===== src/rtl/bist_pkg.sv =====
// Shared types and defaults for the RAM BIST sequencer.
// Latency: n/a (types and constants only).
// Backpressure: n/a.
package bist_pkg;

    localparam int ADDR_W_DEF = 11;
    localparam int DATA_W_DEF = 8;

    // Highest address for the default geometry; the generator is reset here
    // rather than being allowed to wrap.
    localparam logic [ADDR_W_DEF-1:0] LAST_ADDR = '1;

    typedef enum logic [2:0] {
        S_IDLE,
        S_INIT,
        S_WRITE,
        S_READ,
        S_COMPARE,
        S_NEXT_PAT,
        S_DONE,
        S_FAIL
    } state_t;

endpackage


===== src/rtl/bist_controller.sv =====
// Walking-one RAM BIST sequencer driving an external pattern/count generator and RAM.
// Latency: clean run is 1 + DATA_W*(3*2^ADDR_W + 1) cycles from the start-sampling edge to done.
// Backpressure: none; start is only honoured in IDLE/DONE/FAIL and ignored while busy.
//
// Ports:
//   clk, rst                     clock and synchronous active-high reset
//   start                        begin (or restart) a test
//   pat, count                   generator state; pat[DATA_W] marks patterns exhausted
//   ram_rdata                    RAM read data, one cycle after ram_addr
//   count_rst, pat_rst,
//   nxt_count_trig, nxt_pat_trig generator controls (Moore, except in COMPARE/WRITE at LAST)
//   ram_we, ram_addr, ram_wdata  RAM write port / address
//   busy, done, pass, error      status
//   fail_addr, fail_pat          first failing address and pattern
module bist_controller
    import bist_pkg::*;
#(
    parameter int ADDR_W = ADDR_W_DEF,
    parameter int DATA_W = DATA_W_DEF
) (
    input  logic              clk,
    input  logic              rst,
    input  logic              start,
    input  logic [DATA_W:0]   pat,
    input  logic [ADDR_W-1:0] count,
    input  logic [DATA_W-1:0] ram_rdata,
    output logic              count_rst,
    output logic              pat_rst,
    output logic              nxt_count_trig,
    output logic              nxt_pat_trig,
    output logic              error,
    output logic              ram_we,
    output logic [ADDR_W-1:0] ram_addr,
    output logic [DATA_W-1:0] ram_wdata,
    output logic              busy,
    output logic              done,
    output logic              pass,
    output logic [ADDR_W-1:0] fail_addr,
    output logic [DATA_W-1:0] fail_pat
);

    localparam logic [ADDR_W-1:0] LAST = {ADDR_W{1'b1}};

    state_t            state_q, state_d;
    logic              error_q, error_d;
    logic [ADDR_W-1:0] fail_addr_q, fail_addr_d;
    logic [DATA_W-1:0] fail_pat_q, fail_pat_d;
    logic              is_last;

    assign is_last = (count == LAST);

    always_comb begin
        state_d        = state_q;
        error_d        = error_q;
        fail_addr_d    = fail_addr_q;
        fail_pat_d     = fail_pat_q;
        count_rst      = 1'b0;
        pat_rst        = 1'b0;
        nxt_count_trig = 1'b0;
        nxt_pat_trig   = 1'b0;
        ram_we         = 1'b0;

        unique case (state_q)
            S_IDLE: begin
                count_rst = 1'b1;
                pat_rst   = 1'b1;
                if (start) state_d = S_INIT;
            end
            S_INIT: begin
                count_rst   = 1'b1;
                pat_rst     = 1'b1;
                error_d     = 1'b0;
                fail_addr_d = '0;
                fail_pat_d  = '0;
                state_d     = S_WRITE;
            end
            S_WRITE: begin
                ram_we = 1'b1;
                // Reset at LAST instead of incrementing so the count never wraps.
                if (is_last) begin
                    count_rst = 1'b1;
                    state_d   = S_READ;
                end else begin
                    nxt_count_trig = 1'b1;
                end
            end
            S_READ: begin
                state_d = S_COMPARE;
            end
            S_COMPARE: begin
                if (ram_rdata != pat[DATA_W-1:0]) begin
                    // No count trigger here: the generator freezes on the failing address.
                    error_d     = 1'b1;
                    fail_addr_d = count;
                    fail_pat_d  = pat[DATA_W-1:0];
                    state_d     = S_FAIL;
                end else if (is_last) begin
                    count_rst    = 1'b1;
                    nxt_pat_trig = 1'b1;
                    state_d      = S_NEXT_PAT;
                end else begin
                    nxt_count_trig = 1'b1;
                    state_d        = S_READ;
                end
            end
            S_NEXT_PAT: begin
                // The shifted pattern is only visible now, one cycle after the trigger.
                state_d = pat[DATA_W] ? S_DONE : S_WRITE;
            end
            S_DONE, S_FAIL: begin
                // Generator is left untouched so its final state stays observable.
                if (start) state_d = S_INIT;
            end
            default: state_d = S_IDLE;
        endcase
    end

    always_ff @(posedge clk) begin
        if (rst) begin
            state_q     <= S_IDLE;
            error_q     <= 1'b0;
            fail_addr_q <= '0;
            fail_pat_q  <= '0;
        end else begin
            state_q     <= state_d;
            error_q     <= error_d;
            fail_addr_q <= fail_addr_d;
            fail_pat_q  <= fail_pat_d;
        end
    end

    assign ram_addr  = count;
    assign ram_wdata = pat[DATA_W-1:0];
    assign error     = error_q;
    assign fail_addr = fail_addr_q;
    assign fail_pat  = fail_pat_q;
    assign busy      = (state_q == S_INIT) || (state_q == S_WRITE) || (state_q == S_READ)
                     || (state_q == S_COMPARE) || (state_q == S_NEXT_PAT);
    assign done      = (state_q == S_DONE) || (state_q == S_FAIL);
    assign pass      = done & ~error_q;

endmodule


===== config.mk =====
export PLATFORM = sky130hd
export DESIGN_NAME = bist_controller
export DESIGN_NICKNAME = d
export VERILOG_FILES = /design/src/rtl/bist_pkg.sv /design/src/rtl/bist_controller.sv
export SDC_FILE = /design/constraint.sdc
export NUM_CORES = 1
export LEC_CHECK = 0
export BUFFER_PORTS_ARGS = -buffer_cell sky130_fd_sc_hd__buf_4
export CAP_MARGIN = 20
export CORE_UTILIZATION = 40
export DETAILED_ROUTE_END_ITERATION = 8
export PLACE_DENSITY = 0.72
export SLEW_MARGIN = 0
export SYNTH_ARGS = -nofsm -noshare
export SYNTH_HDL_FRONTEND = slang
export SYNTH_SLANG_ARGS = --single-unit
export TNS_END_PERCENT = 20

===== constraint.sdc =====
create_clock -name clk -period 1.17 [get_ports clk]
set_input_delay 0.0585 -clock clk [delete_from_list [all_inputs] [get_ports clk]]
set_output_delay 0.0585 -clock clk [all_outputs]
set_load 0.1 [all_outputs]

==> results.cfg <==
[run_status]
outcome = finished, violations left
failed_checks = setup timing

[logic_synthesis]
netlist_area_um2 = 1390
synth_area_leaders = dfxtp_1 33%, mux2i_1 14%, nand2_1 12%, buf_4 10%, xor2_1 5.0%
synthDominantCellAreaShare_pct = 33.1
synth_area_leader_cell = dfxtp_1
synthArstFlopShare_pct = 0
syn_area_per_cell_um2 = 8.24
synth_common_cells = 44 x nand2_1, 23 x dfxtp_1, 19 x buf_4, 19 x mux2i_1, 8 x xor2_1
yosysWarnings = 0
synth_nets = 200
synth_seq_cells = 23
ys.flop_type = dfxtp_1
yosysSeqAreaShare_pct = 33.1
yosys.cell_count.top_type = nand2_1
syn_inst = 169
synth-edff-count = 0
ys_types = 31

[worst_setup_path]
r2r-start = state_q[2]
worstRegToRegCells = 5
critPathLaunchType = primary input
required_ns = 1.11
end_kind = output pin
path_class = primary input to output pin
r2r_end = state_q[2]
arrival_ns = 1.44
cp_max_fo = 4
r2r_setup_slack_ns = -0.24

[final_layout]
area_growth_pct = 88.9
fin_area_um2 = 2630
instances_no_fill = 320
n_antenna_cell = 0
final_nets = 306
final_util_pct = 78.8
nFillCells = 240
drive_above_1_share_pct = 57.3

[min_path]
hp-start = start
hold_path.class = primary input to register
min_to = state_q[0]
whs_path_depth = 3

[clock_network]
cts_buffers = 3
cts_tree = done
root_buffer = clkbuf_4
clkTransAtPathRegs_ns = 0.13
clockBufferDepth = 2
cts.sinks = 23
clkLatencyLatePin_ns = 0.32
htreeDepth = 1

[timing]
setup_viol = 29
setup_ws_ns = -0.328
rsz0062_at_grt = true
fin_worst_skew_ns = 0.00650
slew_violations = 0
hold_viol = 0
period_needed_ns = 1.50
worst_pin_slew_ns = 0.391
final.setup.tns_ns = -3.78
fmax_mhz = 668
relSlewSlack_pct = 73.8
period_share_pct = 128

[floorplan]
rows = 21
fp.dieW_um = 61.0
die_area_um2 = 3720
die_h_um = 61.0
num_io_pins = 78
initial_core_util_pct = 41.7
coreArea_um2 = 3340

[global_route]
grt_overflow = 0
antenna_found_initial = 0
grt_pass1_wl_um = 6200
use_met1_pct = 27.5
grt_busiest_layer = met2
grt_util_all_layers_pct = 22.9
met2_usage_pct = 39.4
grt_pass1_vias = 1356
grt_use_met3_pct = 4.69
grt_start_max_net_pins = 21

[route]
wire_per_inst_um = 13.6
first_pass_iters = 6
vias = 1573
wl_um = 4350
via_per_inst = 4.92
drc = 0
drt_iter0_markers = 41
antenna_left = 0

[placed_design]
dp_cells = 305
hpwl_um = 2970
portBuffers = 77
gp_congestion = 0.800
placed_area_um2 = 2270

[pwr]
p_leak_uw = 0.00133
max-vdd-ir-drop_uv = 930
powerDensity_nw_per_um2 = 2040

[job]
maxCapViolations = 0
cell families after synthesis:
logic type / count (synthesis) / synth area share [%]
simple gates: 65 / 21.0
buf+inv: 32 / 16.2
flops: 23 / 33.1
compound gates: 22 / 11.1
mux: 19 / 13.7
xor+xnor: 8 / 5.03
cell usage in the layout, fill, tap and decap left out, types with 2 or more instances in the layout:
cell and count:
nand2_1 43, a21oi_1 4, xor2_1 4, buf_4 107
dfxtp_1 20, dfxtp_4 3, a31oi_1 2, inv_1 3
a31oi_4 2, a21oi_4 2, or3_1 2, nand3_1 2
mux2i_1 19, xor2_4 3, nand4_1 3, buf_6 10
clkbuf_4 3, nor4_4 2, nor2_2 2, o21ai_0 2
buf_12 10, nor3_4 2, nor2_4 2
how the worst max path moves through the flow:
stage,startpoint,endpoint,slack [ns]
after floorplan,state_q[2],nxt_count_trig,-0.86
after global placement,pat[6],count_rst,-0.34
after detailed placement,pat[6],nxt_pat_trig,-0.36
after CTS,state_q[0],nxt_pat_trig,-0.32
after global routing,state_q[2],nxt_count_trig,-0.37
final,ram_rdata[3],nxt_count_trig,-0.33
what timing repair did:
action                     in CTS  in global routing
hold endpoints to repair        1                  0
hold buffers                    1                  0
setup buffers                   5                  6
cloned                          0                  0
pin swaps                       5                 10
setup endpoints to repair      31                 30
gates resized for setup        42                 15
through the flow:
step                      setup WS, ns  hold WS [ns]  total power, µW
after CTS                       -0.322        0.0498             5190
after global routing            -0.370         0.101             5570
after detailed placement        -0.356         0.277             4300
final                           -0.328        0.0673             5360
after floorplan                 -0.862         0.128             3520
after global placement          -0.335         0.278             4270
layer usage:
metal	share of wire, %	vias up
met5	0	-
met4	3.0	0
met3	6.1	12
met2	53	74
met1	38	726
li1	-	761
worst max-delay path, cell delays in order:
cell and delay, ns:
buf_6 0.10, xor2_4 0.18, nor4_4 0.37, buf_4 0.22, buf_4 0.12, a31oi_4 0.09
nor2_4 0.12, buf_12 0.18
state kept, by name (all words and copies together), names as in the netlist:
| signal | count |
|---|---|
| state_q | 3 |
| fail_pat | 8 |
| fail_addr | 11 |
| error | 1 |
report_power, final:
group / switching [µW] / total [µW] / internal, µW / leakage, µW
combinational: 2490 / 3910 / 1420 / 0.00113
sequential: 133 / 1060 / 922 / 0.000189
clock: 260 / 388 / 128 / 0.0000177
final cells by class:
cell class                 instances  area (µm²)  share of cell area [%]
timing repair buffer             128        1130                    42.8
clock inverter                     1        5.00                   0.190
sequential                        23         472                    17.9
multi-input combinational        114         923                    35.1
clock buffer                       3        22.5                   0.856
inverter                           5        23.8                   0.904
tap                               46        57.6                    2.19
Note: power is estimated with default switching activity, not from simulation.
